==> src/rtl/fetch_stage.sv <==
// Instruction-fetch stage: owns the PC, drives the asynchronous instruction memory,
// and produces the IF/ID register with stall/flush/redirect, early JAL and halt detection.
module fetch_stage #(
  parameter logic [31:0] RESET_PC  = 32'h0000_0000,
  parameter int          IMEM_AW   = 8,
  parameter logic [31:0] NOP_INSTR = 32'h0000_0013
) (
  input  logic               clk,
  input  logic               reset,
  output logic [IMEM_AW-1:0] imem_addr,
  input  logic [31:0]        imem_rdata,
  input  logic               stall,
  input  logic               flush,
  input  logic               redirect_valid,
  input  logic [31:0]        redirect_pc,
  output logic [31:0]        if_id_pc,
  output logic [31:0]        if_id_pc4,
  output logic [31:0]        if_id_instr,
  output logic               if_id_valid,
  output logic               if_id_pred_taken,
  output logic               halted,
  output logic               misalign_err
);

  typedef enum logic {RUN, HALT} state_t;

  localparam logic [31:0] HALT_INSTR = 32'h0000_006f;
  localparam logic [6:0]  OP_JAL     = 7'b1101111;

  state_t      state, state_n;
  logic [31:0] pc, pc_n;
  logic [31:0] id_pc_n, id_pc4_n, id_instr_n;
  logic        id_valid_n, id_pred_n, misalign_n;
  logic [31:0] jimm, pc_plus4;
  logic        is_jal;

  assign imem_addr = pc[IMEM_AW+1:2];
  assign halted    = (state == HALT);
  assign pc_plus4  = pc + 32'd4;
  assign is_jal    = (imem_rdata[6:0] == OP_JAL);
  assign jimm      = {{11{imem_rdata[31]}}, imem_rdata[31], imem_rdata[19:12],
                      imem_rdata[20], imem_rdata[30:21], 1'b0};

  always_comb begin
    state_n    = state;
    pc_n       = pc;
    id_pc_n    = if_id_pc;
    id_pc4_n   = if_id_pc4;
    id_instr_n = if_id_instr;
    id_valid_n = if_id_valid;
    id_pred_n  = if_id_pred_taken;
    misalign_n = misalign_err;

    if (redirect_valid) begin
      // Redirect wins over stall in both states and always resumes fetching.
      pc_n       = {redirect_pc[31:2], 2'b00};
      id_instr_n = NOP_INSTR;
      id_valid_n = 1'b0;
      id_pred_n  = 1'b0;
      state_n    = RUN;
      if (redirect_pc[1:0] != 2'b00) misalign_n = 1'b1;
    end else if (state == HALT) begin
      if (!stall) begin
        id_instr_n = NOP_INSTR;
        id_valid_n = 1'b0;
        id_pred_n  = 1'b0;
      end
    end else if (flush) begin
      pc_n       = pc_plus4;
      id_instr_n = NOP_INSTR;
      id_valid_n = 1'b0;
      id_pred_n  = 1'b0;
    end else if (!stall) begin
      id_pc_n    = pc;
      id_pc4_n   = pc_plus4;
      id_instr_n = imem_rdata;
      id_valid_n = 1'b1;
      if (is_jal) begin
        pc_n      = pc + jimm;
        id_pred_n = 1'b1;
        if (imem_rdata == HALT_INSTR) state_n = HALT;
      end else begin
        pc_n      = pc_plus4;
        id_pred_n = 1'b0;
      end
    end
  end

  always_ff @(posedge clk) begin
    if (reset) begin
      state            <= RUN;
      pc               <= {RESET_PC[31:2], 2'b00};
      if_id_pc         <= '0;
      if_id_pc4        <= 32'd4;
      if_id_instr      <= NOP_INSTR;
      if_id_valid      <= 1'b0;
      if_id_pred_taken <= 1'b0;
      misalign_err     <= 1'b0;
    end else begin
      state            <= state_n;
      pc               <= pc_n;
      if_id_pc         <= id_pc_n;
      if_id_pc4        <= id_pc4_n;
      if_id_instr      <= id_instr_n;
      if_id_valid      <= id_valid_n;
      if_id_pred_taken <= id_pred_n;
      misalign_err     <= misalign_n;
    end
  end

endmodule
==> config.mk <==
export PLATFORM = sky130hd
export DESIGN_NAME = fetch_stage
export DESIGN_NICKNAME = d
export VERILOG_FILES = /design/src/rtl/fetch_stage.sv
export SDC_FILE = /design/constraint.sdc
export NUM_CORES = 1
export LEC_CHECK = 0
export ABC_AREA = 1
export CAP_MARGIN = 0
export CORE_UTILIZATION = 51
export CTS_CLUSTER_DIAMETER = 200
export DETAILED_ROUTE_END_ITERATION = 10
export GPL_ROUTABILITY_DRIVEN = 0
export GPL_TIMING_DRIVEN = 0
export PLACE_DENSITY = 0.87
export SYNTH_ARGS = -nofsm -noshare
export SYNTH_HDL_FRONTEND = slang
export SYNTH_SLANG_ARGS = --single-unit
==> constraint.sdc <==
create_clock -name clk -period 5.8 [get_ports clk]
set_clock_uncertainty 0.15 [all_clocks]
set_input_delay 1.16 -clock clk [delete_from_list [all_inputs] [get_ports clk]]
set_output_delay 1.16 -clock clk [all_outputs]
set_load 0.02 [all_outputs]
# == Word level (Yosys, flattened, before mapping) ==
# Index checks and enable logic that the tools add are counted.
# word_totals
register_bits,132
wordCells,50
# classes
eq_ne,6
reduce_logical,7
muxes,22
n_bitwise,4
add_sub_neg,2
# ops
operator,n
32-bit two-way mux,9
"32-bit by 3-bit adder with 32-bit output, second input constant",1
32-bit adder,1
"32-bit by 7-bit == test with 1-bit output, second input constant",1
1-bit two-way mux,13
2-bit AND reduction,4
"7-bit == test, second input constant",1
"2-bit != test, second input constant",2
1-bit NOT,4
4-bit AND reduction,1
"3-bit by 1-bit != test with 1-bit output, second input constant",1
"2-bit by 1-bit != test with 1-bit output, second input constant",1
2-bit nonzero test,1
2-bit OR reduction,1

# == Longest topological paths before layout ==
# Gate-level depths: netlist of run 1.
# logic_depth
word_depth,6
depth_mapped,13
ltp_nobuf,13

# == Worst setup path after synthesis of run 1 ==
# Ideal clock, no wire load.
# synth_timing
path_type,input -> register
startpoint,in imem_rdata[21]
endpoint,reg pc[19]
setup_time_ns,0.129
required_time_ns,5.521
cell_stages,12
slack_ns,2.873
t_arrival_ns,2.648
n_path_buf,0
path_cell_list,ha_1 > fa_1 > nand3_1 > nand3_1 > nand2_1 > nand3_1 > nand3b_1 > nand2_1 > nand2_1 > nand3_1 > a21oi_1 > nor2_1
# synth_via
elab_chain_cells,6
# synth_lines
item,line_no,rtl
start: declaration,11,"input logic [31:0] imem_rdata,"
32-bit adder,79,pc_n = pc + jimm;
32-bit two-way mux,78,if (is_jal) begin
32-bit two-way mux,73,end else if (!stall) begin
32-bit two-way mux,68,end else if (flush) begin
32-bit two-way mux,62,end else if (state == HALT) begin
32-bit two-way mux,54,if (redirect_valid) begin
end signal: assignment,92,"pc <= {RESET_PC[31:2], 2'b00};"
end signal: assignment,101,pc <= pc_n;
end: declaration,31,"logic [31:0] pc, pc_n;"
# No other way between the ends. The select of a mux whose other input is x is not followed.
# A chain may end at the register's enable or synchronous reset.

# == Worst setup path after layout of run 1 ==
# layout_timing
startpoint,in imem_rdata[31]
endpoint,reg pc[29]
# Same word-level chain as after synthesis.

==> results.sh, run 1 <==
export IMPL_slew_viol_final=0
export IMPL_cts_buffer_depth=2
export IMPL_syn_area_sq_um=8180
export IMPL_die_area_sq_um=16500
export IMPL_min_period_ps=3500
export IMPL_ir_drop_mv=0.218
export IMPL_max_cap_viol_count=0
export IMPL_rr_worst_depth=9
export IMPL_fp_dieW_microns=129
export IMPL_highest_layer="met4"
export IMPL_synth_cell_types=39
export IMPL_synthTopCellsByCount="425 x nand2_1, 181 x inv_1, 141 x a21oi_1"
export IMPL_combPwrFrac_pct=19.5
export IMPL_numPortBuffers=172
export IMPL_synth_top_cell_area_share_pct=31.3
export IMPL_nets=1623
export IMPL_grt_max_degree=17
export IMPL_initial_core_util_pct=53.0
export IMPL_start_kind="input pin"
export IMPL_row_count=45
export IMPL_cts_hold_buffers_added=0
export IMPL_synth_seq_cells=128
export IMPL_status="completed"
export IMPL_fin_ws_ps=2300
export IMPL_rrSetupSlack_ps=3100
export IMPL_yosys_area_share_simple_pct=32.7
export IMPL_setup_worst_path_class="in -> reg"
export IMPL_crit_fanout=14
export IMPL_max_slew_margin_pct=53.1
export IMPL_wl_per_cell_microns=15.9
export IMPL_n_antenna_cell=0
export IMPL_numCtsBuffers=17
export IMPL_firstDrtPassIters=8
export IMPL_intPower_uw=1770
export IMPL_crit_path_end_kind="flop"
export IMPL_p_seq_share_pct=37.2
export IMPL_drt_iter0_drc=1056
export IMPL_vias=9731
export IMPL_wl_microns=27800
export IMPL_ys_flop_type="dfxtp_1"
export IMPL_ctsRootBufferMaster="clkbuf_16"
export IMPL_ys_top_cells_by_area="dfxtp_1 31%, nand2_1 20%, a21oi_1 8.6%"
export IMPL_synth_fa_ha_area_share_pct=4.99
export IMPL_synth_xor_area_share_pct=1.82
export IMPL_via_per_inst=5.57
export IMPL_fmax_ghz=0.286
export IMPL_holdWs_ps=309
export IMPL_post_cts_setup_buffers=0
export IMPL_core_area_sq_um=15400
export IMPL_antenna_found_initial=0
export IMPL_clk_pin_slew_ps=60
export IMPL_syn_to_final_growth_pct=31.7
export IMPL_fin_crit_sh_pct=60.4
export IMPL_switching_power_uw=806
export IMPL_syn_inst=1330
export IMPL_drive_above_1_share_pct=6.06
export IMPL_dpl_hpwl_microns=21400
export IMPL_overflow=0
export IMPL_cts_tree="yes"
export IMPL_worstPathArrival_ps=3650
export IMPL_synth_top_family_by_area="simple AND/OR/NAND/NOR gates"
export IMPL_power_density_nw_per_um2=240
export IMPL_synthMuxAreaShare_pct=0
export IMPL_clk_latency_ps=430
export IMPL_grt_usage_pct=33.6
export IMPL_pre_cts_ws_ps=1950
export IMPL_boundaryPins=177
export IMPL_hold_path_class="reg -> reg"
export IMPL_synth_compound_gate_area_share_pct=17.2
export IMPL_tightest_slew_ps=702
export IMPL_wl_met3_microns=3030
export IMPL_setup_violations=0
export IMPL_grt_pass1_vias=8771
export IMPL_synth_edf_count=0
export IMPL_clkPwrFrac_pct=43.3
export IMPL_drt_met1_wl_microns=10800
export IMPL_avgSynthCellArea_sq_um=6.15
export IMPL_drc=0
export IMPL_leakage_uw=0.00483
export IMPL_seq_area_frac_synth_pct=31.3
export IMPL_cts_sinks=128
export IMPL_synth_async_reset_ratio_pct=0
export IMPL_p_sw_share_pct=31.2
export IMPL_htreeDepth=4
export IMPL_fp_dieH_microns=129
export IMPL_ys_warn_count=0
export IMPL_hold_violations=0
export IMPL_synth_top_area_cell="dfxtp_1"
export IMPL_synth_most_common_cell="nand2_1"
export IMPL_tns_ps=0
export IMPL_whs_path_depth=1
export IMPL_grt_pass1_wl_microns=43000
export IMPL_rsz0062_at_grt="no"
export IMPL_wl_met2_microns=12200
export IMPL_cp_required_ps=5950
export IMPL_postRouteAntennaNets=0
export IMPL_cts_resized=0
==> metal layers <==
metal / track usage, % / up-vias
li1: - / 4622
met1: 40.0 / 4290
met2: 53.6 / 647
met3: 8.86 / 172
met4: 21.9 / 0
met5: 0 / -
==> stage by stage <==
step / std cells / power (uW) / area (sq um) / util (%)
global route: 1746 / 2660 / 10800 / 69.8
finish: 1746 / 2580 / 10800 / 69.8
CTS: 1746 / 2570 / 10800 / 69.8
detailed placement: 1714 / 1460 / 10200 / 65.9
global placement: 1714 / 1450 / 10200 / 65.9
floorplan: 1331 / 1260 / 8180 / -
==> layout make-up <==
type | count | area, sq um
Timing Repair Buffer | 172 | 1720
Multi-Input combinational cell | 959 | 4640
Clock inverter | 14 | 166
Buffer | 55 | 269
Inverter | 189 | 709
Sequential cell | 128 | 2560
Clock buffer | 18 | 439
Tap cell | 211 | 264
Fill cell | 1318 | 4660
==> cell usage in the layout (no fill, tap or decap), types with 12 or more instances in the layout <==
cell type / Yosys / routed
a21oi_1: 141 / 141
buf_2: 17 / 17
clkbuf_1: 27 / 27
clkbuf_16: 0 / 17
clkdlybuf4s50_1: 0 / 172
dfxtp_1: 128 / 128
ha_1: 31 / 31
inv_1: 181 / 181
nand2_1: 425 / 425
nand3_1: 66 / 66
nor2_1: 99 / 99
nor3_1: 12 / 12
o21ai_0: 92 / 92
xor2_1: 16 / 16
==> worst paths after layout <==
check,from,end
max,imem_rdata[31],pc[29]
min,if_id_pc4[2],if_id_pc4[2]
max reg2reg,pc[2],pc[12]
min reg2reg,if_id_pc4[2],if_id_pc4[2]
==> cell families after synthesis <==
logic type      after synthesis
buf+inv                     244
other cells                   1
compound gates              267
simple gates                641
fa+ha+maj                    32
xor+xnor                     17
flops                       128
==> power by group through the flow <==
stage	registers [uW]	logic (uW)	clock network, uW
after floorplan	995	266	0
after global placement	975	477	0
after detailed placement	976	487	0
after CTS	957	493	1110
after global routing	962	549	1150
final	959	502	1120
==> registers in the layout, summed over array words and instances (netlist names), named ones only <==
signal / cells
if_id_instr: 32
if_id_pc: 31
if_id_pc4: 30
pc: 30
halted: 1
if_id_pred_taken: 1
if_id_valid: 1
misalign_err: 1
==> critical path: stages <==
cell	delay, ps
clkdlybuf4s50_1	780
ha_1	600
nand2_1	100
inv_1	80
nand2_1	80
nor3_1	240
and2_1	170
nand2_1	100
nand3_1	110
nand3_1	70
nand2_1	110
a21oi_2	50
Note: power is estimated with default switching activity, not from simulation.
==> run 2, diff against run 1 <==
--- a/config.mk
+++ b/config.mk
@@ -7,12 +7,12 @@
 export LEC_CHECK = 0
 export ABC_AREA = 1
 export CAP_MARGIN = 0
-export CORE_UTILIZATION = 51
+export CORE_UTILIZATION = 47
 export CTS_CLUSTER_DIAMETER = 200
 export DETAILED_ROUTE_END_ITERATION = 10
 export GPL_ROUTABILITY_DRIVEN = 0
 export GPL_TIMING_DRIVEN = 0
-export PLACE_DENSITY = 0.87
+export PLACE_DENSITY = 0.85
 export SYNTH_ARGS = -nofsm -noshare
 export SYNTH_HDL_FRONTEND = slang
 export SYNTH_SLANG_ARGS = --single-unit
==> constraint.sdc (replaced) <==
create_clock -name clk -period 2.8 [get_ports clk]
set_clock_uncertainty 0.15 [all_clocks]
set_input_delay 0.56 -clock clk [delete_from_list [all_inputs] [get_ports clk]]
set_output_delay 0.56 -clock clk [all_outputs]
set_load 0.02 [all_outputs]
==> run 2 against run 1 <==
Against the previous run:
- design area increased by 0.32%
- core utilization decreased by 5.3 points
- global-route usage decreased by 1.5 points
- highest routed layer unchanged
- sequential share of layout area decreased by 0.065 points
- via count about the same
==> results.sh, run 2 (synthesis results as in run 1) <==
export IMPL_status="completed"
export IMPL_rr_worst_depth=9
export IMPL_die_area_sq_um=17900
export IMPL_fin_crit_sh_pct=95.9
export IMPL_clk_latency_ps=440
export IMPL_min_period_ps=2690
export IMPL_largest_reg_flops=32
export IMPL_hold_path_startpoint="misalign_err"
export IMPL_postRouteAntennaNets=0
export IMPL_holdWs_ps=303
export IMPL_vias=9725
export IMPL_crit_fanout=4
export IMPL_boundaryPins=177
export IMPL_wl_microns=28600
export IMPL_grt_pass1_wl_microns=45100
export IMPL_max_cap_viol_count=0
export IMPL_wl_met2_microns=12800
export IMPL_overflow=0
export IMPL_drt_iter0_drc=1117
export IMPL_fp_dieW_microns=134
export IMPL_ir_drop_mv=0.478
export IMPL_tightest_slew_ps=717
export IMPL_firstDrtPassIters=8
export IMPL_layout_commonest_cell="nand2_1"
export IMPL_r2r_end="pc[12]"
export IMPL_fmax_ghz=0.372
export IMPL_crit_path_end_kind="flop"
export IMPL_wl_met3_microns=2990
export IMPL_cp_required_ps=2950
export IMPL_cts_sinks=128
export IMPL_rrSetupSlack_ps=300
export IMPL_regArea_sq_um=2560
export IMPL_worstPathArrival_ps=2840
export IMPL_utilization_pct=64.5
export IMPL_nets=1623
export IMPL_dpl_hpwl_microns=21600
export IMPL_final_cell_mix="424 x nand2_1, 181 x inv_1, 171 x clkdlybuf4s50_1"
export IMPL_grt_max_degree=17
export IMPL_largest_register="if_id_instr"
export IMPL_n_antenna_cell=0
export IMPL_rr_startpoint="pc[2]"
export IMPL_htreeDepth=4
export IMPL_grt_usage_pct=32.1
export IMPL_numPortBuffers=172
export IMPL_fillers=1508
export IMPL_syn_to_final_growth_pct=32.2
export IMPL_initial_core_util_pct=48.8
export IMPL_via_per_inst=5.54
export IMPL_row_count=47
export IMPL_setup_violations=0
export IMPL_hold_end="misalign_err"
export IMPL_dp_cells=1723
export IMPL_cts_tree="yes"
export IMPL_ctsRootBufferMaster="clkbuf_16"
export IMPL_drc=0
export IMPL_start_kind="input pin"
export IMPL_setup_worst_path_class="in -> reg"
export IMPL_cts_hold_buffers_added=0
export IMPL_antenna_found_initial=0
export IMPL_slew_viol_final=0
export IMPL_hold_path_class="reg -> reg"
export IMPL_core_area_sq_um=16800
export IMPL_highest_layer="met4"
export IMPL_drt_met1_wl_microns=11200
export IMPL_rsz0062_at_grt="no"
export IMPL_clk_pin_slew_ps=70
export IMPL_fp_dieH_microns=134
export IMPL_grt_pass1_vias=9130
export IMPL_leakage_uw=0.00485
export IMPL_wl_per_cell_microns=16.3
export IMPL_hold_violations=0
export IMPL_top_regs="if_id_instr (32), if_id_pc (31)"
export IMPL_numCtsBuffers=17
export IMPL_max_slew_margin_pct=52.2
export IMPL_finalNonFillerCells=1755
export IMPL_power_density_nw_per_um2=498
export IMPL_drive_above_1_share_pct=6.45
export IMPL_whs_path_depth=2
export IMPL_cts_buffer_depth=2
export IMPL_multi_input_area_sq_um=4660
-- run 2: report_power, final --
part / internal [uW] / leakage [uW] / total (uW) / switching (uW)
combinational: 411 / 0.00351 / 1050 / 635
sequential: 1900 / 0.00105 / 1990 / 85.8
clock: 1370 / 0.000294 / 2350 / 983
total: 3680 / 0.00485 / 5380 / 1700
-- run 2: worst max-delay path by stage --
stage,cells past startpoint,startpoint,slack [ps],end
after global placement,12,imem_rdata[31],-450,pc[29]
after floorplan,12,imem_rdata[21],470,pc[19]
after CTS,13,imem_rdata[21],100,pc[19]
after global routing,13,imem_rdata[21],3,pc[25]
final,13,imem_rdata[21],110,pc[25]
after detailed placement,12,imem_rdata[31],-490,pc[29]
-- run 2: layout make-up --
type                            count  share of cell area [%]
Buffer                             55                    2.49
Clock buffer                       18                    4.06
Clock inverter                     14                    1.57
Inverter                          189                    6.56
Multi-Input combinational cell    959                    43.1
Sequential cell                   128                    23.7
Tap cell                          220                    2.55
Timing Repair Buffer              172                    15.9
-- run 2: critical path, stage by stage --
cell and delay, ps:
clkdlybuf4s50_1 480, ha_2 250, fa_1 430, nand3_1 140
nand3_2 140, nand2_1 140, nand3_1 170, nand2_1 140
nand3_1 80, nand2_1 60, nand3_1 90, nand2_1 100
a21oi_1 60
-- run 2: routing by layer --
layer / GRT usage, % / vias up
met5: 0 / -
met4: 19.4 / 0
met3: 7.45 / 167
met2: 51.6 / 637
met1: 38.8 / 4300
li1: - / 4621
-- run 2: per-stage QoR --
stage	power [uW]	area [sq um]	setup slack [ps]	setup TNS (ps)
after detailed placement	3030	10200	-486	-5680
final	5380	10800	114	0
after global routing	5550	10800	3.33	0
after floorplan	2610	8180	473	0
after global placement	3010	10200	-445	-4850
after CTS	5340	10800	97.4	0
-- run 2: timing repair --
item	4_1_cts	5_1_grt
hold endpoints to repair	0	0
pin swaps	0	1
gates resized for setup	1	6
endpoints found under the setup margin	2	7
buffers inserted	0	0
==> run 3, diff against run 2 <==
--- a/config.mk
+++ b/config.mk
@@ -13,6 +13,7 @@
 export GPL_ROUTABILITY_DRIVEN = 0
 export GPL_TIMING_DRIVEN = 0
 export PLACE_DENSITY = 0.85
+export SKIP_LAST_GASP = 1
 export SYNTH_ARGS = -nofsm -noshare
 export SYNTH_HDL_FRONTEND = slang
 export SYNTH_SLANG_ARGS = --single-unit
==> run 3 against run 2 <==
Against the previous run:
- maximum frequency shrank 1.4%
- sequential power hardly changed
- global-route usage stayed put
- non-clock buffer count did not move
- register-to-register slack is essentially flat
- flip-flop and latch count unchanged
- highest routed layer unchanged
- power decreased by 0.17%
==> results.sh, run 3 (synthesis results as in run 1) <==
export IMPL_clkPwrFrac_pct=43.6
export IMPL_rsz0062_at_grt="yes"
export IMPL_clk_latency_ps=450
export IMPL_hold_path_class="reg -> reg"
export IMPL_power_density_nw_per_um2=498
export IMPL_slowest_delay_ps=480
export IMPL_fp_dieH_microns=134
export IMPL_wl_per_cell_microns=16.3
export IMPL_grt_max_degree=17
export IMPL_cts_hold_buffers_added=0
export IMPL_combPwrFrac_pct=19.4
export IMPL_antenna_found_initial=0
export IMPL_utilization_pct=64.4
export IMPL_rr_startpoint="pc[4]"
export IMPL_boundaryPins=177
export IMPL_intPower_uw=3680
export IMPL_crit_fanout=4
export IMPL_setup_violations=0
export IMPL_via_per_inst=5.51
export IMPL_slew_viol_final=0
export IMPL_postRouteAntennaNets=0
export IMPL_nets=1623
export IMPL_grt_pass1_vias=9130
export IMPL_drive_above_1_share_pct=6.32
export IMPL_p_seq_share_pct=37.0
export IMPL_numCtsBuffers=17
export IMPL_drt_iter0_drc=1110
export IMPL_totalPowerFinal_uw=5380
export IMPL_crit_chain="clkdlybuf4s50_1, ha_1, fa_1, nand3_1, nand3_2, nand2_1, nand3_1, nand3b_1, nand2_1, nand2_1, nand3_1, a21oi_1, nor2_1"
export IMPL_slowest_stage="clkdlybuf4s50_1"
export IMPL_cts_sinks=128
export IMPL_rr_worst_depth=13
export IMPL_hold_path_startpoint="misalign_err"
export IMPL_largest_reg_flops=32
export IMPL_grt_usage_pct=32.1
export IMPL_initial_core_util_pct=48.8
export IMPL_dpl_hpwl_microns=21600
export IMPL_fmax_ghz=0.367
export IMPL_firstDrtPassIters=9
export IMPL_crit_path_end_kind="flop"
export IMPL_start_kind="input pin"
export IMPL_min_period_ps=2730
export IMPL_layout_commonest_cell="nand2_1"
export IMPL_leakage_uw=0.00485
export IMPL_final_cell_mix="424 x nand2_1, 181 x inv_1, 171 x clkdlybuf4s50_1"
export IMPL_cts_buffer_depth=2
export IMPL_vias=9677
export IMPL_max_slew_margin_pct=53.0
export IMPL_fin_ws_ps=74.8
export IMPL_ctsRootBufferMaster="clkbuf_16"
export IMPL_fin_crit_sh_pct=97.3
export IMPL_switching_power_uw=1700
export IMPL_setup_worst_path_class="in -> reg"
export IMPL_fp_dieW_microns=134
export IMPL_cp_required_ps=2960
export IMPL_wl_microns=28600
export IMPL_status="completed"
export IMPL_cts_tree="yes"
export IMPL_p_sw_share_pct=31.5
export IMPL_largest_register="if_id_instr"
export IMPL_whs_path_depth=2
export IMPL_htreeDepth=4
export IMPL_r2r_end="pc[22]"
export IMPL_tightest_slew_ps=704
export IMPL_die_area_sq_um=17900
export IMPL_worstPathArrival_ps=2890
export IMPL_max_cap_viol_count=0
export IMPL_grt_pass1_wl_microns=45100
export IMPL_numPortBuffers=172
export IMPL_overflow=0
export IMPL_n_antenna_cell=0
export IMPL_syn_to_final_growth_pct=32.1
export IMPL_post_cts_setup_buffers=0
export IMPL_rrSetupSlack_ps=290
export IMPL_hold_end="misalign_err"
export IMPL_ir_drop_mv=0.479
export IMPL_hold_violations=0
export IMPL_row_count=47
export IMPL_drc=0
export IMPL_clk_pin_slew_ps=60
export IMPL_top_regs="if_id_instr (32), if_id_pc (31)"
export IMPL_pre_cts_ws_ps=-486
export IMPL_core_area_sq_um=16800
run 3: worst max path at each step:
stage                              start  endpoint  cells past startpoint
final                     imem_rdata[21]    pc[19]                     13
after global placement    imem_rdata[31]    pc[29]                     12
after global routing      imem_rdata[21]    pc[19]                     13
after CTS                 imem_rdata[21]    pc[19]                     13
after floorplan           imem_rdata[21]    pc[19]                     12
after detailed placement  imem_rdata[31]    pc[29]                     12
run 3: repair_timing:
item	4_1_cts	5_1_grt
endpoints found under the setup margin	2	7
pin swaps	0	0
gates resized for setup	1	4
run 3: final cells by class:
type | count | area [sq um]
fillers | 1509 | 5960
well taps | 220 | 275
inverters | 189 | 709
flip-flops and latches | 128 | 2560
multi-input cells | 959 | 4650
plain buffers | 55 | 269
repair buffers | 172 | 1720
clock buffers | 18 | 439
clock inverters | 14 | 170
run 3: power groups by stage:
stage | Sequential [uW] | Clock (uW) | Combinational (uW)
floorplan | 2060 | 0 | 551
global placement | 2020 | 0 | 990
detailed placement | 2020 | 0 | 1010
CTS | 1980 | 2340 | 1020
global route | 1990 | 2420 | 1140
finish | 1990 | 2340 | 1040
run 3: per-layer routing:
metal / vias to the layer above / share of wire, % / track usage [%]
met3: 143 / 11 / 7.45
met4: 0 / 5.8 / 19.4
met1: 4275 / 39 / 38.8
met2: 636 / 45 / 51.6
li1: 4623 / - / -
met5: - / 0 / 0
run 3: per-stage QoR:
| step | std cells | TNS, ps | area, sq um | hold WS (ps) |
|---|---|---|---|---|
| floorplan | 1331 | 0 | 8180 | 327 |
| global placement | 1723 | -4850 | 10200 | 289 |
| detailed placement | 1723 | -5680 | 10200 | 298 |
| CTS | 1755 | 0 | 10800 | 307 |
| global route | 1755 | -146 | 10800 | 330 |
| finish | 1755 | 0 | 10800 | 301 |
run 3: worst max-delay path, delay by kind of cell:
kind	cells	cell delay, ps
and+or+nand+nor	9	960
adders and majority gates	2	730
buffers and inverters	1	480
AOI/OAI and AO/OA	1	170
